===== config.mk =====
export PLATFORM = sky130hd
export DESIGN_NAME = inv_sub_layer_iter
export DESIGN_NICKNAME = d
export VERILOG_FILES = /design/src/rtl/ascon_pkg.sv /design/src/rtl/inv_sbox_lookup.sv /design/src/rtl/inv_sub_layer_iter.sv
export SDC_FILE = /design/constraint.sdc
export NUM_CORES = 1
export LEC_CHECK = 0
export ABC_CLOCK_PERIOD_IN_PS = 18450
export CELL_PAD_IN_SITES_DETAIL_PLACEMENT = 1
export CELL_PAD_IN_SITES_GLOBAL_PLACEMENT = 1
export CORE_AREA = 2 2 254 256
export CTS_CLUSTER_DIAMETER = 60
export CTS_CLUSTER_SIZE = 8
export DETAILED_ROUTE_END_ITERATION = 16
export DIE_AREA = 0 0 256 258
export GPL_TIMING_DRIVEN = 0
export PLACE_DENSITY_LB_ADDON = 0.1
export SLEW_MARGIN = 25
export SYNTH_ARGS = -nofsm -noshare
export SYNTH_HDL_FRONTEND = slang
export SYNTH_SLANG_ARGS = --single-unit

===== constraint.sdc =====
create_clock -name clk -period 18.45 [get_ports clk]
set_clock_uncertainty 0.1 [all_clocks]
set_input_delay 5.535 -clock clk [delete_from_list [all_inputs] [get_ports clk]]
set_output_delay 5.535 -clock clk [all_outputs]
set_load 0.005 [all_outputs]

===== src/rtl/ascon_pkg.sv =====
`default_nettype none
// +----------------------------------------------------------------------+
// | Package     : ascon_pkg                                              |
// | Description : Shared widths, Ascon S-box tables and FSM encoding for |
// |               the iterative inverse S-box layer.                     |
// | Revision    : 1.0  initial release                                   |
// +----------------------------------------------------------------------+
package ascon_pkg;

   localparam int LANE_W  = 64;
   localparam int STATE_W = 320;

   // Inverse Ascon S-box, indexed by the 5-bit slice {x0,x1,x2,x3,x4}
   localparam logic [4:0] INV_SBOX [32] = '{
      5'h14, 5'h1A, 5'h07, 5'h0D, 5'h00, 5'h09, 5'h0E, 5'h12,
      5'h0A, 5'h06, 5'h1D, 5'h01, 5'h19, 5'h15, 5'h13, 5'h1E,
      5'h18, 5'h16, 5'h0B, 5'h11, 5'h03, 5'h05, 5'h1C, 5'h1F,
      5'h17, 5'h1B, 5'h04, 5'h08, 5'h0F, 5'h0C, 5'h10, 5'h02
   };

   // Forward Ascon S-box, used to re-encrypt freshly inverted slices
   localparam logic [4:0] SBOX [32] = '{
      5'h04, 5'h0B, 5'h1F, 5'h14, 5'h1A, 5'h15, 5'h09, 5'h02,
      5'h1B, 5'h05, 5'h08, 5'h12, 5'h1D, 5'h03, 5'h06, 5'h1C,
      5'h1E, 5'h13, 5'h07, 5'h0E, 5'h00, 5'h0D, 5'h11, 5'h18,
      5'h10, 5'h0C, 5'h01, 5'h19, 5'h16, 5'h0A, 5'h0F, 5'h17
   };

   // Controller states
   typedef logic [1:0] state_t;
   localparam state_t IDLE = 2'd0;
   localparam state_t RUN  = 2'd1;
   localparam state_t DONE = 2'd2;

endpackage : ascon_pkg
`default_nettype wire


===== src/rtl/inv_sbox_lookup.sv =====
`default_nettype none
// +----------------------------------------------------------------------+
// | Module      : inv_sbox_lookup                                        |
// | Description : Combinational 5-in/5-out inverse Ascon S-box lookup.   |
// | Revision    : 1.0  initial release                                   |
// +----------------------------------------------------------------------+
module inv_sbox_lookup
   import ascon_pkg::*;
(
   input  logic [4:0] sin_i,
   output logic [4:0] sout_o
);

   assign sout_o = INV_SBOX[sin_i];

endmodule : inv_sbox_lookup
`default_nettype wire


===== src/rtl/inv_sub_layer_iter.sv =====
`default_nettype none
// +----------------------------------------------------------------------+
// | Module      : inv_sub_layer_iter                                     |
// | Description : Iterative inverse of the Ascon S-box layer over a      |
// |               320-bit state, SLICES bit-slices per cycle, in place.  |
// |               Optional self-check: define INV_SUB_SELFCHECK_EN to    |
// |               re-encrypt each inverted slice against a shadow copy   |
// |               of the input and raise a sticky chk_err on mismatch.   |
// | Revision    : 1.0  initial release                                   |
// +----------------------------------------------------------------------+
module inv_sub_layer_iter
   import ascon_pkg::*;
#(
   parameter int SLICES = 8
)
(
   input  logic              clk,
   input  logic              rst,
   input  logic              in_valid,
   output logic              in_ready,
   input  logic [LANE_W-1:0] x0,
   input  logic [LANE_W-1:0] x1,
   input  logic [LANE_W-1:0] x2,
   input  logic [LANE_W-1:0] x3,
   input  logic [LANE_W-1:0] x4,
   output logic              out_valid,
   input  logic              out_ready,
   output logic [LANE_W-1:0] y0,
   output logic [LANE_W-1:0] y1,
   output logic [LANE_W-1:0] y2,
   output logic [LANE_W-1:0] y3,
   output logic [LANE_W-1:0] y4,
   output logic              busy,
   output logic              chk_err
);

   localparam int NSTEP = LANE_W / SLICES;
   localparam int CNT_W = (NSTEP > 1) ? $clog2(NSTEP) : 1;
   localparam logic [CNT_W-1:0] CNT_LAST = CNT_W'(NSTEP - 1);

   generate
      if ((LANE_W % SLICES) != 0) begin : g_bad_slices
         $error("inv_sub_layer_iter: SLICES must divide 64 exactly");
      end
      if (STATE_W != 5 * LANE_W) begin : g_bad_state
         $error("inv_sub_layer_iter: state width must be five lanes");
      end
   endgenerate

   state_t                  state_q, state_d;
   logic [CNT_W-1:0]        cnt_q,   cnt_d;
   // lane_q[0] is x0 (slice MSB) ... lane_q[4] is x4 (slice LSB)
   logic [0:4][LANE_W-1:0]  lane_q,  lane_d;

   logic [6:0]              base_w;
   logic [SLICES-1:0][5:0]  idx_w;
   logic [SLICES-1:0][4:0]  sl_in_w;
   logic [SLICES-1:0][4:0]  sl_out_w;

   // first bit position of the slice group handled this step
   assign base_w = 7'(cnt_q) * 7'(SLICES);

   generate
      for (genvar s = 0; s < SLICES; s++) begin : g_slice
         assign idx_w[s]   = base_w[5:0] + 6'(s);
         assign sl_in_w[s] = {lane_q[0][idx_w[s]], lane_q[1][idx_w[s]],
                              lane_q[2][idx_w[s]], lane_q[3][idx_w[s]],
                              lane_q[4][idx_w[s]]};
         inv_sbox_lookup u_lut (
            .sin_i  (sl_in_w[s]),
            .sout_o (sl_out_w[s])
         );
      end
   endgenerate

   // next-state logic: load on accept, invert one slice group per RUN cycle
   always_comb begin
      state_d = state_q;
      cnt_d   = cnt_q;
      lane_d  = lane_q;
      case (state_q)
         IDLE: begin
            if (in_valid) begin
               state_d = RUN;
               cnt_d   = '0;
               lane_d  = {x0, x1, x2, x3, x4};
            end
         end
         RUN: begin
            for (int s = 0; s < SLICES; s++) begin
               for (int l = 0; l < 5; l++) begin
                  lane_d[l][idx_w[s]] = sl_out_w[s][4-l];
               end
            end
            if (cnt_q == CNT_LAST) begin
               state_d = DONE;
               cnt_d   = '0;
            end else begin
               cnt_d = cnt_q + 1'b1;
            end
         end
         DONE: begin
            if (out_ready) begin
               state_d = IDLE;
            end
         end
         default: state_d = IDLE;
      endcase
   end

   // state, step counter and working registers
   always_ff @(posedge clk or posedge rst) begin
      if (rst) begin
         state_q <= IDLE;
         cnt_q   <= '0;
         lane_q  <= '0;
      end else begin
         state_q <= state_d;
         cnt_q   <= cnt_d;
         lane_q  <= lane_d;
      end
   end

   assign in_ready  = (state_q == IDLE);
   assign out_valid = (state_q == DONE);
   assign busy      = (state_q == RUN) || (state_q == DONE);
   assign y0        = lane_q[0];
   assign y1        = lane_q[1];
   assign y2        = lane_q[2];
   assign y3        = lane_q[3];
   assign y4        = lane_q[4];

`ifdef INV_SUB_SELFCHECK_EN
   logic [0:4][LANE_W-1:0]  shadow_q;
   logic [SLICES-1:0]       mism_w;
   logic                    chk_err_q;

   generate
      for (genvar s = 0; s < SLICES; s++) begin : g_chk
         assign mism_w[s] = SBOX[sl_out_w[s]] !=
                            {shadow_q[0][idx_w[s]], shadow_q[1][idx_w[s]],
                             shadow_q[2][idx_w[s]], shadow_q[3][idx_w[s]],
                             shadow_q[4][idx_w[s]]};
      end
   endgenerate

   // shadow copy of the accepted state and sticky mismatch flag
   always_ff @(posedge clk or posedge rst) begin
      if (rst) begin
         shadow_q  <= '0;
         chk_err_q <= 1'b0;
      end else begin
         if (state_q == IDLE && in_valid) begin
            shadow_q <= {x0, x1, x2, x3, x4};
         end
         if (state_q == RUN && (|mism_w)) begin
            chk_err_q <= 1'b1;
         end
      end
   end

   assign chk_err = chk_err_q;
`else
   assign chk_err = 1'b0;
`endif

endmodule : inv_sub_layer_iter
`default_nettype wire


Yosys cells after proc, flatten, opt, wreduce, memory -nomap -nowiden
Memories as Yosys holds them, arrays and structs flattened.
Cells that the tools add are included.
{"block": "totals", "rom_bits": 1280, "word_cells": 235, "out_inout_bits": 324, "ff_bits": 325, "mem_count": 8, "input_bits": 324}
{"block": "op_classes", "n_bitwise": 8, "eq_ne": 6, "n_reduce_logical": 13, "muxes": 161, "n_addsub": 8, "magnitude_cmp": 24}
{"name": "(name not given)", "words": 32, "word_bits": 5, "rd": 1, "rd_clocked_by_memory_dff": 0, "wr": 0, "line_no": "inv_sbox_lookup.sv:14", "text": "assign sout_o = INV_SBOX[sin_i];"}
{"name": "(name not given)", "words": 32, "word_bits": 5, "rd": 1, "rd_clocked_by_memory_dff": 0, "wr": 0, "line_no": "inv_sbox_lookup.sv:14"}
{"name": "(name not given)", "words": 32, "word_bits": 5, "rd": 1, "rd_clocked_by_memory_dff": 0, "wr": 0, "line_no": "inv_sbox_lookup.sv:14"}
{"name": "(name not given)", "words": 32, "word_bits": 5, "rd": 1, "rd_clocked_by_memory_dff": 0, "wr": 0, "line_no": "inv_sbox_lookup.sv:14"}
{"name": "(name not given)", "words": 32, "word_bits": 5, "rd": 1, "rd_clocked_by_memory_dff": 0, "wr": 0, "line_no": "inv_sbox_lookup.sv:14"}
{"name": "(name not given)", "words": 32, "word_bits": 5, "rd": 1, "rd_clocked_by_memory_dff": 0, "wr": 0, "line_no": "inv_sbox_lookup.sv:14"}
{"name": "+2 memories"}
{"cell": "$bwmux W64", "count": 40}
{"cell": "$pmux W320 S2", "count": 1}
{"cell": "$mux W320", "count": 1}
{"cell": "$bmux W1 S6", "count": 35}
{"cell": "$mux W5", "count": 16}
{"cell": "$lt A6 B7 Y1 const B", "count": 8}
{"cell": "$ge A6 B1 Y1 const B", "count": 8}
{"cell": "$ge A6 B6 Y1 const B", "count": 8}
{"cell": "$mux W1", "count": 48}
{"cell": "$not A5 Y6", "count": 8}
{"cell": "$demux W1 S6", "count": 7}
{"cell": "$add A6 B3 Y6 const B", "count": 4}
{"cell": "$bmux W1 S3", "count": 5}
{"cell": "$add A6 B2 Y6 const B", "count": 2}
{"cell": "$logic_and A1 B1 Y1", "count": 8}
{"cell": "$add A6 B1 Y6 const B", "count": 1}
{"cell": "$mux W2", "count": 3}
{"cell": "$mux W3", "count": 2}
{"cell": "$pmux W2 S3", "count": 1}
{"cell": "$pmux W3 S2", "count": 1}
{"cell": "$ne A2 B2 Y1 const B", "count": 2}
{"cell": "$add A3 B1 Y3 const B", "count": 1}
{"cell": "$demux W1 S3", "count": 1}
{"cell": "$eq A3 B3 Y1 const B", "count": 1}
{"cell": "8 further kinds", "count": 8}

Logic depth before layout (Yosys ltp)
{"block": "depth", "ltp_word": 15, "depth_mapped": 16, "mapped_depth_nobuf": 12}

Cells and area by module
From an unflattened synthesis, not the netlist that was laid out.
{"block": "hier_totals", "cells_unflattened": 2712, "hier_area_um2": 22110.0}
{"module": "inv_sub_layer_iter", "n_inst": 1, "area_per_inst_um2": 19224.7, "cells_per_inst": 2324, "seq_area_each_um2": 8132.8}
{"module": "inv_sbox_lookup at g_slice[0].u_lut ...", "n_inst": 6, "area_per_inst_um2": 361.6, "cells_per_inst": 48, "seq_area_each_um2": 0.0}
{"module": "inv_sbox_lookup at g_slice[1].u_lut ...", "n_inst": 2, "area_per_inst_um2": 357.8, "cells_per_inst": 50, "seq_area_each_um2": 0.0}

Least setup slack after synthesis
OpenSTA, ideal clock, no wires.
{"block": "synth_path", "path_type": "input to register", "from": "in in_valid", "to": "reg lane_q (netlist bit y1[56])", "path_buffers": 3, "t_required_ns": 18.211, "path_stages": 8, "arrival_time_ns": 6.915, "setup_slack_ns": 11.296, "setup_ns": 0.139, "path_cell_list": "nand2_1 o21ai_0 clkbuf_1 buf_6 nand2_1 nor2_1 clkbuf_1 a21oi_1"}
{"block": "synth_via", "elab_chain_len": 2}
{"item": "start, declared", "line_no": "inv_sub_layer_iter.sv:19", "text": "input logic in_valid,"}
{"item": "$ne A2 B2 Y1 (no line)"}
{"item": "$reduce_and A2 Y1 (no line)"}
{"item": "end signal, assigned", "line_no": "inv_sub_layer_iter.sv:120", "text": "lane_q <= lane_d;"}
{"item": "end, declared", "line_no": "inv_sub_layer_iter.sv:53", "text": "logic [0:4][LANE_W-1:0] lane_q, lane_d;"}
Every way passes these cells.
A chain may end at the register's enable or synchronous reset.

Worst setup path in the final report
{"block": "layout_path", "from": "in in_valid", "to": "reg lane_q (netlist bit y4[53])"}
The elaborated chain is that of the path after synthesis.

==> qor.yml <==
placement:
  post-dp-hpwl_um: 101000
  numPortBuffers: 646
  dpl_cell_area_um2: 27200
  gp_congestion: 0.950
synthesis:
  syn_inst: 1981
  synth_seq_area_share_pct: 41.7
  synthTopCellsByArea: "dfrtp_1 42%, o22ai_1 6.6%, a21oi_1 6.5%, mux2i_1 5.5%, a22oi_1 4.0%"
  yosysTopAreaCell: "dfrtp_1"
  synth_edf_count: 0
  netlist_area_um2: 19500
  synth_flop_cell: "dfrtp_1"
  ys_seq_elements: 325
  syn_area_per_cell_um2: 9.84
  synth_top_cell_area_share_pct: 41.7
  ys_warn_count: 0
  synth-async-reset-ratio_pct: 100
  synth.net_count: 2352
  ys_types: 85
cts:
  cts_buffers: 50
  cts_setup_buffers: 0
  clk_pin_slew_worst_paths_ps: 50
  cts-root-buf: "clkbuf_16"
  post_cts_resized: 0
  cts_tree: "built"
  cts.sinks: 325
  insertion_delay_ps: 610
  clock_path_buffers: 3
  ctsHoldBuffers: 0
  h-tree-depth: 2
critical_path:
  crit_top_cell: "nand2_1"
  crit_chain: "clkdlybuf4s50_1, nand2_1, o21ai_0, clkbuf_1, buf_6, nand2_1, nor2_1, clkbuf_2, a21oi_1"
  r2r_cells: 10
  slowest_stage: "nor2_1"
  required_ps: 18780
  critPathCapture: "y4[53]$_DFFE_PP0P_"
  critPathMaxStageDelay_ps: 900
  path_buf_inv: 4
  cp_max_fo: 10
  reg2reg_slack_ps: 13430
  crit_type: "input port to flip-flop"
  cp_top_family: "buffers and inverters"
  worstPathArrival_ps: 9120
  critPathLaunchType: "input port"
  startpoint: "in_valid"
  r2r_end: "y2[18]$_DFFE_PP0P_"
  cp_num_cells: 9
  cp-end-kind: "flip-flop"
  r2r-start: "cnt_q[1]$_DFFE_PP0P_"
detailed_routing:
  antenna_left: 0
  num_vias: 22400
  initialDrtViolationCount: 2222
  via_per_inst: 6.29
  drc_errors: 0
  first_pass_iters: 7
  avgRoutedWirePerCell_um: 38.1
  wirelength_um: 136000
grt:
  gr-total-overflow: 0
  grt_pass1_vias: 23200
  met1_usage_pct: 49.7
  grt_pass1_wl_um: 185000
  grt_max_degree: 90
  antenna_found_initial: 9
  grt-busiest-layer: "met2"
  grtUsageMet2_pct: 64.3
  track_usage_pct: 39.7
  met3_usage_pct: 8.31
cells_and_area:
  drive_above_1_share_pct: 10.1
  final_area_um2: 28600
  regArea_um2: 8130
  fillers: 7122
  nets: 3057
  mostFrequentLayoutCells: "646 x clkdlybuf4s50_1, 325 x dfrtp_1, 251 x a21oi_1"
  multi_input_area_um2: 10200
  final_common_cell: "clkdlybuf4s50_1"
  syn_to_final_growth_pct: 47.0
job:
  maxCapViolations: 0
timing:
  fmax_mhz: 114
  finalSetupViolations: 0
  worstMarginPinSlew_ps: 1200
  hold_viol: 0
  min_period_ps: 8790
  hold_ws_ps: 421
  period_share_pct: 47.7
  rsz0062_at_grt: "no"
  final-max-slew-violation-count: 0
  max_slew_margin_pct: 20.0
floorplan:
  num_rows: 93
  start_util_pct: 30.6
  die_w_um: 256
  fp.dieH_um: 258
  die_area_um2: 66000
  io_pins: 648
  core_um2: 63600
status:
  outcome: "completed"
hold_path:
  min_path_type: "flip-flop to flip-flop"
-- kinds of logic after synthesis --
| family | count (synthesis) | synth area share [%] |
|---|---|---|
| AOI/OAI and AO/OA | 810 | 25.4 |
| and+or+nand+nor | 348 | 8.15 |
| DFF | 325 | 41.7 |
| buffers and inverters | 214 | 5.90 |
| muxes | 203 | 14.2 |
| adders and majority gates | 47 | 3.02 |
| xor gates and xnor gates | 33 | 1.60 |
| other | 1 | 0.0192 |
-- cell usage after synthesis (5+ instances only) --
cell type      instances
a211o_1                7
a211oi_1               6
a21oi_1              253
a221o_1                6
a22oi_1              104
a31oi_1                7
and2_1                 9
and3_1                36
buf_2                 17
buf_4                 18
buf_6                 17
clkbuf_1             103
dfrtp_1              325
dlygate4sd1_1          9
ha_1                  47
inv_1                 35
mux2_2                39
mux2i_1              107
mux2i_2                7
mux4_1                12
mux4_2                32
nand2_1               83
nand2b_1               5
nand3_1                9
nor2_1               157
nor3_1                13
o211ai_1               7
o21a_1                 8
o21ai_0              131
o21ai_1               18
o21ai_2               10
o22a_1                 6
o22ai_1              207
xnor2_1               21
xor2_1                 9
-- worst reg2reg max path, cell delays in order, from the launching register on --
cell	delay, ps
dfrtp_1	400
buf_6	170
buf_12	180
nor2_1	850
clkbuf_1	900
a221o_1	470
ha_1	340
mux2i_1	160
o22ai_1	140
nor3_2	920
o22ai_1	240
-- stage by stage --
step / utilization [%] / setup WS (ps) / setup TNS [ps] / std cells
2_1_floorplan: - / 3820 / 0 / 1981
3_3_place_gp: 42.5 / -913 / -282890 / 3482
3_5_place_dp: 42.7 / 9240 / 0 / 3488
4_1_cts: 45.0 / 9840 / 0 / 3554
5_1_grt: 45.0 / 9700 / 0 / 3560
6_report: 45.0 / 9660 / 0 / 3562
-- area by class of cell --
class,instances,area share (%)
Inverter,40,0.555
Timing Repair Buffer,653,23.0
Tap cell,855,3.73
Buffer,174,3.54
Antenna cell,7,0.0612
Multi-Input combinational cell,1442,35.7
Clock buffer,59,4.70
Sequential cell,325,28.4
Clock inverter,7,0.319
-- how the worst min path moves through the flow --
stage / startpoint / end / slack [ps] / cells past startpoint
after floorplan: y0[18]$_DFFE_PP0P_ / y0[18]$_DFFE_PP0P_ / 400 / 2
final: y0[50]$_DFFE_PP0P_ / y0[50]$_DFFE_PP0P_ / 420 / 2
after global routing: y0[49]$_DFFE_PP0P_ / y0[49]$_DFFE_PP0P_ / 450 / 2
after CTS: y0[50]$_DFFE_PP0P_ / y0[50]$_DFFE_PP0P_ / 430 / 2
after global placement: y0[50]$_DFFE_PP0P_ / y0[50]$_DFFE_PP0P_ / 400 / 2
after detailed placement: y0[50]$_DFFE_PP0P_ / y0[50]$_DFFE_PP0P_ / 420 / 2
-- state kept, by name, summed over array words and instances (netlist names) --
signal / cells
y0: 64
y1: 64
y2: 64
y3: 64
y4: 64
cnt_q: 3
state_q: 2
-- metal layers --
layer / wire (um) / vias to the layer above / part of all wire (%)
met2: 63300 / 1452 / 47
li1: - / 8898 / -
met1: 52800 / 11700 / 39
met5: 24 / - / 0.018
met4: 8070 / 4 / 5.9
met3: 11600 / 365 / 8.6
Power is left out: the tool's default activity adds up to more than one toggle a clock period on the data nets, which glitch-free logic cannot reach.
